--- src/rtl/neq_pkg.sv ---
// Shared constants and helper functions for the neq_stream lane comparator.
// The counter helpers work on a fixed 64-bit carrier so one definition serves every parameterisation.
package neq_pkg;

    localparam int POPW = 64;

    function automatic int maxw(input int a, input int b);
        return (a > b) ? a : b;
    endfunction

    function automatic logic [POPW-1:0] popcount(input logic [POPW-1:0] v);
        logic [POPW-1:0] n;
        n = '0;
        for (int i = 0; i < POPW; i++) begin
            n = n + {{(POPW-1){1'b0}}, v[i]};
        end
        return n;
    endfunction

    // Counters wider than the carrier saturate at the carrier limit instead of 2^cntw-1.
    function automatic logic [POPW-1:0] sat_add(input logic [POPW-1:0] acc,
                                                input logic [POPW-1:0] inc,
                                                input int cntw);
        logic [POPW:0]   sum;
        logic [POPW-1:0] lim;
        if (cntw >= POPW) begin
            lim = '1;
        end else begin
            lim = (64'd1 << cntw) - 64'd1;
        end
        sum = {1'b0, acc} + {1'b0, inc};
        if (sum > {1'b0, lim}) begin
            return lim;
        end
        return sum[POPW-1:0];
    endfunction

endpackage

--- src/rtl/neq_lane.sv ---
// One combinational compare lane: extend both operands to a common width, test for
// inequality and place the result bit at bit 0 of an otherwise-zero field.
module neq_lane
    import neq_pkg::*;
#(
    parameter int AW = 9,
    parameter int BW = 6,
    parameter int OW = 16
) (
    input  logic [AW-1:0] a,
    input  logic [BW-1:0] b,
    input  logic          sgn,
    output logic [OW-1:0] res,
    output logic          mis
);

    localparam int W = maxw(AW, BW);

    logic [W-1:0] ea;
    logic [W-1:0] eb;

    // A size cast of a signed value sign-extends; of an unsigned value it zero-extends.
    always_comb begin
        if (sgn) begin
            ea = W'($signed(a));
            eb = W'($signed(b));
        end else begin
            ea = W'(a);
            eb = W'(b);
        end
    end

    assign mis = (ea != eb);

    always_comb begin
        res    = '0;
        res[0] = mis;
    end

endmodule

--- src/rtl/neq_stream.sv ---
// Two-stage valid/ready stream of NLANES independent inequality compares with a
// saturating count of mismatching lanes in delivered beats.
module neq_stream
    import neq_pkg::*;
#(
    parameter int AW     = 9,
    parameter int BW     = 6,
    parameter int NLANES = 4,
    parameter int OW     = 16,
    parameter int CNTW   = 16
) (
    input  logic                   clk,
    input  logic                   reset,
    input  logic                   in_valid,
    output logic                   in_ready,
    input  logic [NLANES*AW-1:0]   in_a,
    input  logic [NLANES*BW-1:0]   in_b,
    input  logic                   in_signed,
    output logic                   out_valid,
    input  logic                   out_ready,
    output logic [NLANES*OW-1:0]   out_res,
    output logic                   out_any,
    input  logic                   clr_count,
    output logic [CNTW-1:0]        mismatch_count
);

    logic                  s1_valid;
    logic [NLANES*AW-1:0]  s1_a;
    logic [NLANES*BW-1:0]  s1_b;
    logic                  s1_signed;

    logic                  s2_valid;
    logic [NLANES*OW-1:0]  s2_res;
    logic                  s2_any;
    logic [NLANES-1:0]     s2_mis;

    logic [NLANES*OW-1:0]  lane_res;
    logic [NLANES-1:0]     lane_mis;

    logic                  in_fire;
    logic                  out_fire;
    logic                  s2_load;
    logic [CNTW-1:0]       count_base;
    logic [CNTW-1:0]       count_next;

    // S1 can only refill while occupied if S2 is able to take its beat this cycle.
    assign in_ready = !s1_valid || !s2_valid || out_ready;
    assign in_fire  = in_valid && in_ready;
    assign out_fire = s2_valid && out_ready;
    assign s2_load  = s1_valid && (!s2_valid || out_ready);

    for (genvar i = 0; i < NLANES; i++) begin : g_lane
        neq_lane #(
            .AW (AW),
            .BW (BW),
            .OW (OW)
        ) u_lane (
            .a   (s1_a[i*AW +: AW]),
            .b   (s1_b[i*BW +: BW]),
            .sgn (s1_signed),
            .res (lane_res[i*OW +: OW]),
            .mis (lane_mis[i])
        );
    end

    always_ff @(posedge clk) begin
        if (reset) begin
            s1_valid  <= 1'b0;
            s1_a      <= '0;
            s1_b      <= '0;
            s1_signed <= 1'b0;
        end else if (in_fire) begin
            s1_valid  <= 1'b1;
            s1_a      <= in_a;
            s1_b      <= in_b;
            s1_signed <= in_signed;
        end else if (s2_load) begin
            s1_valid  <= 1'b0;
        end
    end

    // S2 holds its contents untouched while stalled so the output beat stays stable.
    always_ff @(posedge clk) begin
        if (reset) begin
            s2_valid <= 1'b0;
            s2_res   <= '0;
            s2_any   <= 1'b0;
            s2_mis   <= '0;
        end else if (s2_load) begin
            s2_valid <= 1'b1;
            s2_res   <= lane_res;
            s2_any   <= |lane_mis;
            s2_mis   <= lane_mis;
        end else if (out_fire) begin
            s2_valid <= 1'b0;
        end
    end

    // A clear coinciding with a delivery restarts the count from that beat's mismatches.
    always_comb begin
        count_base = clr_count ? '0 : mismatch_count;
        count_next = CNTW'(sat_add(POPW'(count_base), popcount(POPW'(s2_mis)), CNTW));
    end

    always_ff @(posedge clk) begin
        if (reset) begin
            mismatch_count <= '0;
        end else if (out_fire) begin
            mismatch_count <= count_next;
        end else if (clr_count) begin
            mismatch_count <= '0;
        end
    end

    assign out_valid = s2_valid;
    assign out_res   = s2_res;
    assign out_any   = s2_any;

endmodule
--- config.mk ---
export PLATFORM = sky130hd
export DESIGN_NAME = neq_stream
export DESIGN_NICKNAME = d
export VERILOG_FILES = /design/src/rtl/neq_pkg.sv /design/src/rtl/neq_lane.sv /design/src/rtl/neq_stream.sv
export SDC_FILE = /design/constraint.sdc
export NUM_CORES = 1
export LEC_CHECK = 0
export CAP_MARGIN = 25
export CORE_MARGIN = 8
export CORE_UTILIZATION = 45
export DETAILED_ROUTE_END_ITERATION = 10
export MAX_ROUTING_LAYER = met4
export PLACE_DENSITY = 0.9
export SLEW_MARGIN = 20
export SYNTH_ARGS = -nofsm -noshare
export SYNTH_HDL_FRONTEND = slang
export SYNTH_SLANG_ARGS = --single-unit
--- constraint.sdc ---
create_clock -name clk -period 3.5 [get_ports clk]
set_input_delay 1.05 -clock clk [delete_from_list [all_inputs] [get_ports clk]]
set_output_delay 1.05 -clock clk [all_outputs]
set_load 0.02 [all_outputs]
==> impl_table.tex <==
\begin{tabular}{lr}
\hline
Metric & Value \\
\hline
\multicolumn{2}{l}{\textbf{Run status}} \\
Result of the run & completed \\
\multicolumn{2}{l}{\textbf{Synthesis}} \\
Synth Area in Compound Gates & 14.9\% \\
Portion of the post-synthesis area used by sequential elements & 41.2\% \\
Number of warnings issued by yosys & 0 \\
Combinational family with the most area after synthesis & simple AND/OR/NAND/NOR gates \\
Number of synthesized register bits & 84 \\
Xor-xnor portion of the synthesized cell area & 5.58\% \\
Cells after synthesis & 518 \\
Cell area after synthesis & 4080 um\^{}2 \\
Syn Area/Cell & 7.87 um\^{}2 \\
Post-synthesis simple-gate area fraction & 21.6\% \\
Adder-cell share of the synthesized area & 1.78\% \\
Mux cell area share after synthesis & 0.491\% \\
Cell variety after synth & 41 \\
\multicolumn{2}{l}{\textbf{Placed design}} \\
Placement-stage worst setup slack & 0.00180 ns \\
Placed wire-length estimate & 7890 um \\
IO buf count & 88 \\
Area after detailed placement & 4830 um\^{}2 \\
Final weighted congestion in routability-driven placement & 0.831 \\
\multicolumn{2}{l}{\textbf{Power}} \\
Max rail drop VDD & 268 uV \\
Cell leakage power & 0.00199 uW \\
Power density over cell area & 423 nW/um\^{}2 \\
Overall power after layout & 2140 uW \\
\multicolumn{2}{l}{\textbf{Timing}} \\
Unrepaired setup endpoints after global routing & no \\
Max Clk Rate & 323 MHz \\
Setup tns final & 0 ns \\
Setup Skew & 0.0136 ns \\
Final worst slack & 0.404 ns \\
Transition time at the pin with the least slew margin & 0.678 ns \\
Fin. Hold Viols & 0 \\
Count of pins over their slew limit & 0 \\
Period Utilization, post-route & 88.5\% \\
Shortest period the worst path allows & 3.10 ns \\
Final setup violation count & 0 \\
Slew margin rel. & 54.8\% \\
\multicolumn{2}{l}{\textbf{Finish}} \\
Final cell area excluding filler cells & 5070 um\^{}2 \\
Number of nets in the final layout & 666 \\
Fraction of final layout cells sized beyond drive strength 1 & 5.32\% \\
Area delta synth->final & 24.4\% \\
Antenna diode instance count & 0 \\
\multicolumn{2}{l}{\textbf{Worst setup path}} \\
Worst Reg-to-Reg Cells & 9 \\
Setup crit start kind & input port \\
Cell chain of the critical path & clkdlybuf4s50\_1, nor2b\_2, nand2\_1, dlymetal6s2s\_1 \\
Worst R2R Start & out\_res[0]\$\_SDFFE\_PP0P\_ \\
Critical path's largest stage delay & 0.47 ns \\
Critical-path top delay cell & sky130\_fd\_sc\_hd\_\_clkdlybuf4s50\_1 \\
Critical path start-end classification & input port to primary output \\
FF-to-FF End & mismatch\_count[7]\$\_SDFF\_PP0\_ \\
R2R Setup Slk & 0.84 ns \\
Critical Path Fanout Max & 4 \\
CP Data Arrival Time & 2.05 ns \\
Kind of end point of the critical path & primary output \\
Critical Path Source & out\_ready \\
Data required time at the worst endpoint & 2.45 ns \\
\multicolumn{2}{l}{\textbf{Global routing}} \\
Met3 track demand over resource in global routing & 4.60\% \\
Via count of the first global-routing pass & 3548 \\
Antenna violations before repair & 0 \\
Global-route usage over all layers & 16.8\% \\
Maximum number of pins on one net before global-route repair & 62 \\
Global-route wire length before repair & 17000 um \\
Met2 layer usage reported by global route & 27.3\% \\
Overflow after GRT & 0 \\
Most utilized layer in the global route result & met2 \\
Routing usage on met1 & 19.4\% \\
\multicolumn{2}{l}{\textbf{Min path}} \\
Hold Path Class & flop to flop \\
Worst Hold Path EP & s1\_b[18]\$\_SDFFE\_PP0P\_ \\
Hold path cells & 2 \\
Startpoint of the lowest-slack hold path & s1\_b[18]\$\_SDFFE\_PP0P\_ \\
\multicolumn{2}{l}{\textbf{Floorplan}} \\
Io pins & 149 \\
Cell row count & 34 \\
Core footprint & 8760 um\^{}2 \\
Die span in y & 111 um \\
Starting Density & 46.5\% \\
Area of the die & 12400 um\^{}2 \\
DIE WIDTH & 111 um \\
\multicolumn{2}{l}{\textbf{Drt}} \\
Mean number of vias per cell & 5.07 \\
Final routed DRC violation total & 0 \\
Wirelength per Cell & 14.8 um \\
Iteration-0 DRC Markers & 172 \\
Post-route ant nets & 0 \\
Drt total wl & 10500 um \\
Length of the first detailed-routing pass in iterations & 5 \\
DR vias & 3593 \\
\multicolumn{2}{l}{\textbf{Clock network}} \\
H-tree depth & 3 \\
Post-CTS setup buffer count & 0 \\
Clock latency at the later pin of the worst-skew pair & 0.35 ns \\
TritonCTS sink count & 84 \\
Worst-case clock buffer depth & 2 \\
Library cell used as clock root buffer & sky130\_fd\_sc\_hd\_\_clkbuf\_8 \\
Total clock buffers created by CTS & 9 \\
Clock tree from TritonCTS & done \\
Clk slew on worst S/H paths & 0.08 ns \\
Number of buffers added to fix hold violations after cts & 0 \\
\multicolumn{2}{l}{\textbf{Run}} \\
Number of maximum-capacitance violations & 0 \\
\hline
\end{tabular}
per-stage QoR:
step,hold WS (ns),instances,utilization (%)
final,0.469,709,57.9
after CTS,0.472,708,57.6
after floorplan,0.441,577,-
after global placement,0.454,692,55.1
after detailed placement,0.460,692,55.1
after global routing,0.490,709,57.9
per-layer routing:
metal / vias to the layer above / routed length [um]
li1: 1763 / -
met1: 1667 / 4410
met2: 154 / 5160
met3: 9 / 803
met4: 0 / 95
met5: - / 0
placed cells by master (no fill, tap or decap), drive strengths merged, types with 2 or more instances in the layout:
| master | n |
|---|---|
| buf | 9 |
| and2 | 4 |
| and4 | 2 |
| and3 | 9 |
| o21ai | 9 |
| nand4 | 6 |
| xor2 | 8 |
| nand2 | 138 |
| xnor2 | 18 |
| o211ai | 2 |
| mux2i | 2 |
| clkdlybuf4s50 | 86 |
| nor3 | 6 |
| conb | 60 |
| bufinv | 2 |
| a2111oi | 2 |
| nor2b | 7 |
| nand3 | 6 |
| fa | 3 |
| nor2 | 18 |
| inv | 7 |
| a311oi | 3 |
| a31oi | 5 |
| a21oi | 71 |
| clkinvlp | 2 |
| clkbuf | 9 |
| o22ai | 4 |
| nor4 | 3 |
| dfxtp | 84 |
| a211oi | 5 |
power by group:
group,switching [uW],leakage (uW),internal [uW]
Combinational,187,0.00119,144
Clock,371,0.000106,406
Sequential,36.0,0.000690,1000
Total,594,0.00199,1550
synthesized netlist by cell type:
| cell type | instances | area [um^2] |
|---|---|---|
| sky130_fd_sc_hd__or4_1 | 1 | 7.51 |
| sky130_fd_sc_hd__o211ai_1 | 2 | 15.0 |
| sky130_fd_sc_hd__inv_1 | 5 | 18.8 |
| sky130_fd_sc_hd__a2111oi_2 | 1 | 15.0 |
| sky130_fd_sc_hd__a41oi_1 | 1 | 8.76 |
| sky130_fd_sc_hd__a22oi_1 | 1 | 7.51 |
| sky130_fd_sc_hd__buf_6 | 1 | 11.3 |
| sky130_fd_sc_hd__clkbuf_1 | 26 | 97.6 |
| sky130_fd_sc_hd__and3_1 | 9 | 56.3 |
| sky130_fd_sc_hd__mux2i_1 | 2 | 20.0 |
| sky130_fd_sc_hd__a21oi_1 | 71 | 355 |
| sky130_fd_sc_hd__and2_1 | 4 | 25.0 |
| sky130_fd_sc_hd__nor4b_1 | 1 | 8.76 |
| sky130_fd_sc_hd__a211o_1 | 1 | 8.76 |
| sky130_fd_sc_hd__conb_1 | 1 | 3.75 |
| sky130_fd_sc_hd__fa_1 | 3 | 60.1 |
| sky130_fd_sc_hd__nand4_1 | 6 | 37.5 |
| sky130_fd_sc_hd__o21ai_0 | 7 | 35.0 |
| sky130_fd_sc_hd__nor2b_1 | 7 | 43.8 |
| sky130_fd_sc_hd__o22ai_1 | 4 | 25.0 |
| sky130_fd_sc_hd__nand3_1 | 6 | 30.0 |
| sky130_fd_sc_hd__nor2_1 | 17 | 63.8 |
| sky130_fd_sc_hd__a211oi_1 | 5 | 37.5 |
| sky130_fd_sc_hd__o2111ai_1 | 1 | 8.76 |
| sky130_fd_sc_hd__a2111oi_0 | 1 | 8.76 |
| sky130_fd_sc_hd__a221oi_2 | 1 | 15.0 |
| sky130_fd_sc_hd__nor3_1 | 6 | 30.0 |
| sky130_fd_sc_hd__nor4_2 | 1 | 12.5 |
| sky130_fd_sc_hd__xor2_1 | 8 | 70.1 |
| sky130_fd_sc_hd__and4b_1 | 1 | 10.0 |
| sky130_fd_sc_hd__and4_1 | 2 | 17.5 |
| sky130_fd_sc_hd__xnor2_1 | 18 | 158 |
| sky130_fd_sc_hd__buf_4 | 61 | 458 |
| sky130_fd_sc_hd__a311oi_1 | 3 | 26.3 |
| sky130_fd_sc_hd__nor2_2 | 1 | 6.26 |
| sky130_fd_sc_hd__ha_1 | 1 | 12.5 |
| sky130_fd_sc_hd__nor4_1 | 2 | 12.5 |
| sky130_fd_sc_hd__nand2_1 | 138 | 518 |
| sky130_fd_sc_hd__a31oi_1 | 5 | 31.3 |
| sky130_fd_sc_hd__dfxtp_1 | 84 | 1680 |
| sky130_fd_sc_hd__o21ai_1 | 2 | 10.0 |
registers in the layout, summed over array words and instances (netlist names):
name	cells
s1_a	36
s1_b	24
mismatch_count	16
out_res	4
out_any	1
out_valid	1
s1_signed	1
s1_valid	1
kinds of logic (layout without fill, tap and decap cells):
family / count (synthesis) / in the layout
adders and majority gates: 4 / 4
AOI/OAI and AO/OA: 106 / 106
DFF: 84 / 84
and+or+nand+nor: 202 / 202
other: 1 / 60
buffers and inverters: 93 / 117
muxes: 2 / 2
xor gates and xnor gates: 26 / 26
worst max path at each step:
stage | to | slack (ns) | cells after the start
after floorplan | mismatch_count[12]$_SDFF_PP0_ | 0.52 | 11
after global placement | in_ready | 0.03 | 4
after detailed placement | in_ready | 0.002 | 4
after CTS | in_ready | 0.07 | 4
after global routing | in_ready | 0.31 | 4
final | in_ready | 0.40 | 4
critical path, delay by kind of cell:
kind | cells | cell delay [ns]
buf+inv | 2 | 0.69
simple gates | 2 | 0.31
repair_timing:
action	in CTS	in global routing
endpoints found under the setup margin	1	1
hold endpoints to repair	0	0
gates resized for setup	1	1
area by class of cell:
cell class / count / area, um^2
sequential: 84 / 1680
multi-input combinational: 400 / 2040
tap: 108 / 135
clock inverter: 7 / 97.6
fill: 803 / 3690
inverter: 5 / 18.8
clock buffer: 9 / 124
timing repair buffer: 96 / 976
(Power assumes the default switching activity.)
